<file path="src/rtl/msrv32_pkg.sv">
// Shared encodings for the machine-mode trap controller: FSM states,
// PC source select codes, mcause codes and SYSTEM instruction decode constants.
package msrv32_pkg;

    typedef enum logic [1:0] {
        ST_RESET       = 2'b00,
        ST_OPERATING   = 2'b01,
        ST_TRAP_TAKEN  = 2'b10,
        ST_TRAP_RETURN = 2'b11
    } trap_state_t;

    localparam logic [1:0] PC_SRC_BOOT = 2'b00;
    localparam logic [1:0] PC_SRC_NEXT = 2'b01;
    localparam logic [1:0] PC_SRC_TRAP = 2'b10;
    localparam logic [1:0] PC_SRC_EPC  = 2'b11;

    localparam logic [3:0] CAUSE_INSTR_MISALIGNED = 4'd0;
    localparam logic [3:0] CAUSE_ILLEGAL_INSTR    = 4'd2;
    localparam logic [3:0] CAUSE_BREAKPOINT       = 4'd3;
    localparam logic [3:0] CAUSE_LOAD_MISALIGNED  = 4'd4;
    localparam logic [3:0] CAUSE_STORE_MISALIGNED = 4'd6;
    localparam logic [3:0] CAUSE_ECALL_M          = 4'd11;
    localparam logic [3:0] CAUSE_M_SW_IRQ         = 4'd3;
    localparam logic [3:0] CAUSE_M_TMR_IRQ        = 4'd7;
    localparam logic [3:0] CAUSE_M_EXT_IRQ        = 4'd11;

    localparam logic [4:0]  OPCODE_SYSTEM  = 5'b11100;
    localparam logic [11:0] FUNCT12_ECALL  = 12'h000;
    localparam logic [11:0] FUNCT12_EBREAK = 12'h001;
    localparam logic [11:0] FUNCT12_MRET   = 12'h302;

    localparam int HOLD_W = 4;

endpackage

</file>
<file path="src/rtl/msrv32_trap_prio.sv">
// Combinational trap priority encoder: interrupts beat exceptions, and the
// first asserted source in the fixed order below supplies the mcause code.
module msrv32_trap_prio
    import msrv32_pkg::*;
(
    input  logic       i_ext_irq,
    input  logic       i_sw_irq,
    input  logic       i_tmr_irq,
    input  logic       i_instr_misaligned,
    input  logic       i_illegal,
    input  logic       i_ecall,
    input  logic       i_ebreak,
    input  logic       i_load_misaligned,
    input  logic       i_store_misaligned,
    output logic       o_valid,
    output logic       o_int_or_exc,
    output logic [3:0] o_cause
);

    always_comb begin
        o_valid      = 1'b1;
        o_int_or_exc = 1'b0;
        o_cause      = 4'd0;
        if (i_ext_irq) begin
            o_int_or_exc = 1'b1;
            o_cause      = CAUSE_M_EXT_IRQ;
        end else if (i_sw_irq) begin
            o_int_or_exc = 1'b1;
            o_cause      = CAUSE_M_SW_IRQ;
        end else if (i_tmr_irq) begin
            o_int_or_exc = 1'b1;
            o_cause      = CAUSE_M_TMR_IRQ;
        end else if (i_instr_misaligned) begin
            o_cause = CAUSE_INSTR_MISALIGNED;
        end else if (i_illegal) begin
            o_cause = CAUSE_ILLEGAL_INSTR;
        end else if (i_ecall) begin
            o_cause = CAUSE_ECALL_M;
        end else if (i_ebreak) begin
            o_cause = CAUSE_BREAKPOINT;
        end else if (i_load_misaligned) begin
            o_cause = CAUSE_LOAD_MISALIGNED;
        end else if (i_store_misaligned) begin
            o_cause = CAUSE_STORE_MISALIGNED;
        end else begin
            o_valid = 1'b0;
        end
    end

endmodule

</file>
<file path="src/rtl/msrv32_trap_controller.sv">
// Machine-mode trap sequencer: decides trap entry / MRET return and drives
// PC select, flush and the mepc/mcause/mstatus write strobes.
module msrv32_trap_controller
    import msrv32_pkg::*;
#(
    parameter int RESET_HOLD = 1
) (
    input  logic       clk_in,
    input  logic       rst_n_in,
    input  logic [4:0] opcode_6_to_2_in,
    input  logic [2:0] funct3_in,
    input  logic [6:0] funct7_in,
    input  logic [4:0] rs2_addr_in,
    input  logic       illegal_instr_in,
    input  logic       misaligned_load_in,
    input  logic       misaligned_store_in,
    input  logic       misaligned_instr_in,
    input  logic       mie_in,
    input  logic       meie_in,
    input  logic       mtie_in,
    input  logic       msie_in,
    input  logic       e_irq_in,
    input  logic       t_irq_in,
    input  logic       s_irq_in,
    output logic       trap_taken_out,
    output logic       set_epc_out,
    output logic       set_cause_out,
    output logic [3:0] cause_out,
    output logic       int_or_exc_out,
    output logic       mie_clear_out,
    output logic       mie_set_out,
    output logic [1:0] pc_src_out,
    output logic       flush_out,
    output logic       instret_inc_out
);

    localparam logic [HOLD_W-1:0] HOLD_LAST = HOLD_W'(RESET_HOLD - 1);

    trap_state_t       r_state;
    logic [HOLD_W-1:0] r_hold;
    logic [3:0]        r_cause;
    logic              r_int_or_exc;

    logic [11:0] w_funct12;
    logic        w_is_system;
    logic        w_ecall;
    logic        w_ebreak;
    logic        w_mret;
    logic        w_trap_valid;
    logic        w_trap_int;
    logic [3:0]  w_trap_cause;

    assign w_funct12   = {funct7_in, rs2_addr_in};
    assign w_is_system = (opcode_6_to_2_in == OPCODE_SYSTEM) && (funct3_in == 3'd0);
    assign w_ecall     = w_is_system && (w_funct12 == FUNCT12_ECALL);
    assign w_ebreak    = w_is_system && (w_funct12 == FUNCT12_EBREAK);
    assign w_mret      = w_is_system && (w_funct12 == FUNCT12_MRET);

    msrv32_trap_prio u_prio (
        .i_ext_irq          (mie_in & meie_in & e_irq_in),
        .i_sw_irq           (mie_in & msie_in & s_irq_in),
        .i_tmr_irq          (mie_in & mtie_in & t_irq_in),
        .i_instr_misaligned (misaligned_instr_in),
        .i_illegal          (illegal_instr_in),
        .i_ecall            (w_ecall),
        .i_ebreak           (w_ebreak),
        .i_load_misaligned  (misaligned_load_in),
        .i_store_misaligned (misaligned_store_in),
        .o_valid            (w_trap_valid),
        .o_int_or_exc       (w_trap_int),
        .o_cause            (w_trap_cause)
    );

    always_ff @(posedge clk_in or negedge rst_n_in) begin
        if (!rst_n_in) begin
            r_state      <= ST_RESET;
            r_hold       <= '0;
            r_cause      <= 4'd0;
            r_int_or_exc <= 1'b0;
        end else begin
            case (r_state)
                ST_RESET: begin
                    if (r_hold == HOLD_LAST) begin
                        r_state <= ST_OPERATING;
                        r_hold  <= '0;
                    end else begin
                        r_hold <= r_hold + 1'b1;
                    end
                end
                ST_OPERATING: begin
                    if (w_trap_valid) begin
                        r_state      <= ST_TRAP_TAKEN;
                        r_cause      <= w_trap_cause;
                        r_int_or_exc <= w_trap_int;
                    end else if (w_mret) begin
                        r_state <= ST_TRAP_RETURN;
                    end
                end
                ST_TRAP_TAKEN, ST_TRAP_RETURN: r_state <= ST_OPERATING;
                default: r_state <= ST_RESET;
            endcase
        end
    end

    // Outputs decode straight from state so an async reset drops every strobe at once.
    always_comb begin
        trap_taken_out  = 1'b0;
        set_epc_out     = 1'b0;
        set_cause_out   = 1'b0;
        mie_clear_out   = 1'b0;
        mie_set_out     = 1'b0;
        pc_src_out      = PC_SRC_BOOT;
        flush_out       = 1'b0;
        instret_inc_out = 1'b0;
        case (r_state)
            ST_RESET: begin
                flush_out = 1'b1;
            end
            ST_OPERATING: begin
                pc_src_out      = PC_SRC_NEXT;
                trap_taken_out  = w_trap_valid | w_mret;
                instret_inc_out = ~(w_trap_valid | w_mret);
            end
            ST_TRAP_TAKEN: begin
                set_epc_out   = 1'b1;
                set_cause_out = 1'b1;
                mie_clear_out = 1'b1;
                pc_src_out    = PC_SRC_TRAP;
                flush_out     = 1'b1;
            end
            ST_TRAP_RETURN: begin
                mie_set_out     = 1'b1;
                pc_src_out      = PC_SRC_EPC;
                flush_out       = 1'b1;
                instret_inc_out = 1'b1;
            end
            default: flush_out = 1'b1;
        endcase
    end

    assign cause_out      = r_cause;
    assign int_or_exc_out = r_int_or_exc;

endmodule

</file>
<file path="config.mk">
export PLATFORM = sky130hd
export DESIGN_NAME = msrv32_trap_controller
export DESIGN_NICKNAME = d
export VERILOG_FILES = /design/src/rtl/msrv32_pkg.sv /design/src/rtl/msrv32_trap_prio.sv /design/src/rtl/msrv32_trap_controller.sv
export SDC_FILE = /design/constraint.sdc
export NUM_CORES = 1
export LEC_CHECK = 0
export ABC_CLOCK_PERIOD_IN_PS = 5800
export CORE_MARGIN = 3
export CORE_UTILIZATION = 55
export DETAILED_ROUTE_END_ITERATION = 8
export DONT_BUFFER_PORTS = 1
export MAX_ROUTING_LAYER = met4
export PLACE_DENSITY_LB_ADDON = 0.08
export SLEW_MARGIN = 20
export SYNTH_ARGS = -nofsm -noshare
export SYNTH_HDL_FRONTEND = slang
export SYNTH_SLANG_ARGS = --single-unit
</file>
<file path="constraint.sdc">
create_clock -name clk_in -period 5.8 [get_ports clk_in]
set_clock_uncertainty 0.1 [all_clocks]
set_input_delay 1.74 -clock clk_in [delete_from_list [all_inputs] [get_ports clk_in]]
set_output_delay 1.74 -clock clk_in [all_outputs]
set_load 0.03 [all_outputs]
</file>
==> impl_metrics.toml <==
[synthesis]
synthAdderAreaFrac_pct = 3.431
ys_types = 37
synthMuxAreaShare_pct = 0
synthesis.area_um2 = 729.5
synth_compound_area_share_pct = 24.36
yosys_warnings = 0
yosys.area_share.xor_xnor_pct = 1.201
synth_seq_cells = 11
seq_area_frac_synth_pct = 37.74
avgSynthCellArea_um2 = 8.896
synth-simple-area-share_pct = 27.62
synth_nets = 117
synth_cells = 82
synth_top_family_by_area = "simple AND/OR/NAND/NOR gates"

[finish]
final_cells = 96
area_delta_synth_final_pct = 3.259
layout-drive-gt1-share_pct = 12.20
final_common_cell = "dfrtp_1"
final_cell_mix = "11 x dfrtp_1, 9 x nor2_1, 7 x a21oi_1, 5 x nor2b_1"
regArea_um2 = 275.3
multiInputGateArea_um2 = 415.4
nFillCells = 109
num-nets-final = 118
antennaDiodeCount = 0

[setup_path]
critPathSlowestCell = "or4_1"
cp-start-kind = "input port"
cp.required_ns = 3.96
r2r_cells = 4
regToRegStartpoint = "r_state[0]$_DFFE_PN0P_"
arrival_ns = 3.11
rr_endpoint = "cause_out[1]$_DFFE_PN0P_"
worst_setup_path_end_kind = "primary output"
ff2ff_setup_slack_ns = 3.95
worstSetupPathType = "input port to primary output"
path_cells = "or4_1 > a211o_1 > a21oi_1 > o21a_1"
cp_slowest_stage_delay_ns = 0.52
cpLargestDelayFamily = "compound AO/OA/AOI/OAI gates"
cp.buffers_inverters = 0
cp_max_fo = 4

[cts]
htreeDepth = 1
root_buffer = "clkbuf_4"
cts_tree = "built"
clk_latency_ns = 0.27
cts_buffers = 3
postCtsSetupBuffers = 0
cts_resized = 0
cts.sinks = 11
cts_buffer_depth = 2
path_clk_slew_ns = 0.06
holdBufCountCts = 0

[floorplanning]
start_util_pct = 62.29
die_y_um = 42.42
die_x_um = 42.42
fp-row-count = 12
dieArea_mm2 = 0.001799
io_pins = 47
core_mm2 = 0.001171

[placement]
dp_cells = 92
place_hpwl_mm = 1.251
portBuffers = 0
gp_congestion = 0.8722
dp_slack_ns = 0.8574

[timing]
hold_viol_final = 0
finalMaxSlewViolations = 0
fin_crit_ns = 4.953
rsz0062_at_grt = "false"
max_slew.worst_pin.slew_ns = 0.9563
max_freq_mhz = 201.9
setup_viol = 0
setup_slack_ns = 0.8467
hold_ws_ns = 0.3784
fin_crit_sh_pct = 85.40
tns_ns = 0
relSlewSlack_pct = 35.96

[worst_hold_path]
min_to = "r_hold[3]$_DFFE_PN0N_"
holdPathStages = 1
hp-class = "flip-flop to flip-flop"
min-delay-start = "r_hold[3]$_DFFE_PN0N_"

[routing]
wirelength_mm = 1.519
antenna_left = 0
detail_route.first_pass.iterations = 4
vias_per_cell = 6.552
via_count = 629
wire_per_inst_um = 15.82
drt_iter0_drc = 27
drc_errors = 0

[flow_run]
drv_cap = 0

[power_and_ir_drop]
p_leak_nw = 0.3495
ir_drop_mv = 0.1323
p_total_w = 0.0001546
powerDensity_mw_per_mm2 = 205.2

[outcome]
status = "completed"

[global_routing]
grt_max_degree = 12
grt_pass1_vias = 593
antenna_found_initial = 0
grt_overflow = 0
grt.total_usage_pct = 19.20
grt_first_pass_wirelength_mm = 2.456
-- worst reg2reg max path, delay by kind of cell, from the launching register on --
family / cells / cell delay, ns
and+or+nand+nor: 2 / 0.64
DFF: 1 / 0.64
AOI/OAI and AO/OA: 1 / 0.21
buffers and inverters: 1 / 0.19
-- per-stage QoR --
stage,utilization [%],area (µm²)
floorplan,-,729.5
global placement,62.07,726.9
detailed placement,62.07,726.9
CTS,64.32,753.2
global route,64.32,753.2
finish,64.32,753.2
-- metal layers --
layer	wire length [µm]	track usage (%)	vias to the layer above	part of all wire [%]
met5	0	-	-	0
met4	38	13.04	0	2.5
met3	172	8.155	5	11
met2	718	27.66	34	47
met1	590	21.28	292	39
li1	-	-	298	-
-- power breakdown --
part / leakage [nW] / total [W] / switching [W] / internal (W)
registers: 0.142 / 0.0000890 / 0.00000901 / 0.0000800
clock network: 0.0150 / 0.0000513 / 0.0000246 / 0.0000267
logic: 0.192 / 0.0000143 / 0.00000694 / 0.00000739
total: 0.349 / 0.000155 / 0.0000406 / 0.000114
-- synthesized netlist by cell type, drive strengths merged --
cell	count	share of area (%)
dfrtp	11	38
nor2	9	4.6
a21oi	8	6.0
nor2b	6	5.1
inv	5	2.6
nand2	4	2.1
nand3	3	2.1
a211o	2	2.4
and2	2	1.7
and3	2	1.7
buf	2	2.1
clkbuf	2	1.0
ha	2	3.4
nor3	2	2.1
nor4	2	1.7
o21ai	2	1.4
o32a	2	2.9
a21boi	1	2.6
a21o	1	1.0
a22o	1	1.2
a311oi	1	1.2
a31o	1	1.2
and4	1	1.2
nand4	1	0.86
nor4b	1	1.2
nor4bb	1	1.4
o211a	1	1.4
o21a	1	1.0
o22a	1	1.2
o22ai	1	0.86
or2	1	0.86
or4	1	1.0
xnor2	1	1.2
-- cell families (layout without fill, tap and decap cells) --
family / count (synthesis) / in the layout
AND/OR/NAND/NOR: 36 / 36
AO/OA/AOI/OAI: 23 / 23
flip-flops: 11 / 11
buffers and inverters: 9 / 9
adder cells (fa/ha/maj): 2 / 2
XOR/XNOR: 1 / 1
-- state kept, by name, indices dropped and copies added, names as in the netlist --
signal          flops
r_state             2
cause_out           4
int_or_exc_out      1
r_hold              4
-- worst max-delay path by stage --
stage / depth (start not counted) / slack [ns] / endpoint / from
detailed placement: 4 / 0.86 / instret_inc_out / misaligned_instr_in
global placement: 4 / 0.87 / instret_inc_out / misaligned_instr_in
floorplan: 4 / 0.95 / instret_inc_out / misaligned_instr_in
CTS: 4 / 0.84 / instret_inc_out / misaligned_instr_in
finish: 4 / 0.85 / instret_inc_out / misaligned_instr_in
global route: 4 / 0.75 / instret_inc_out / misaligned_instr_in
-- cell type report --
class	instances	area share, %
Multi-Input combinational cell	62	55.15
Tap cell	14	2.326
Sequential cell	11	36.54
Inverter	5	2.492
Clock buffer	4	3.488
(Power assumes the default switching activity.)
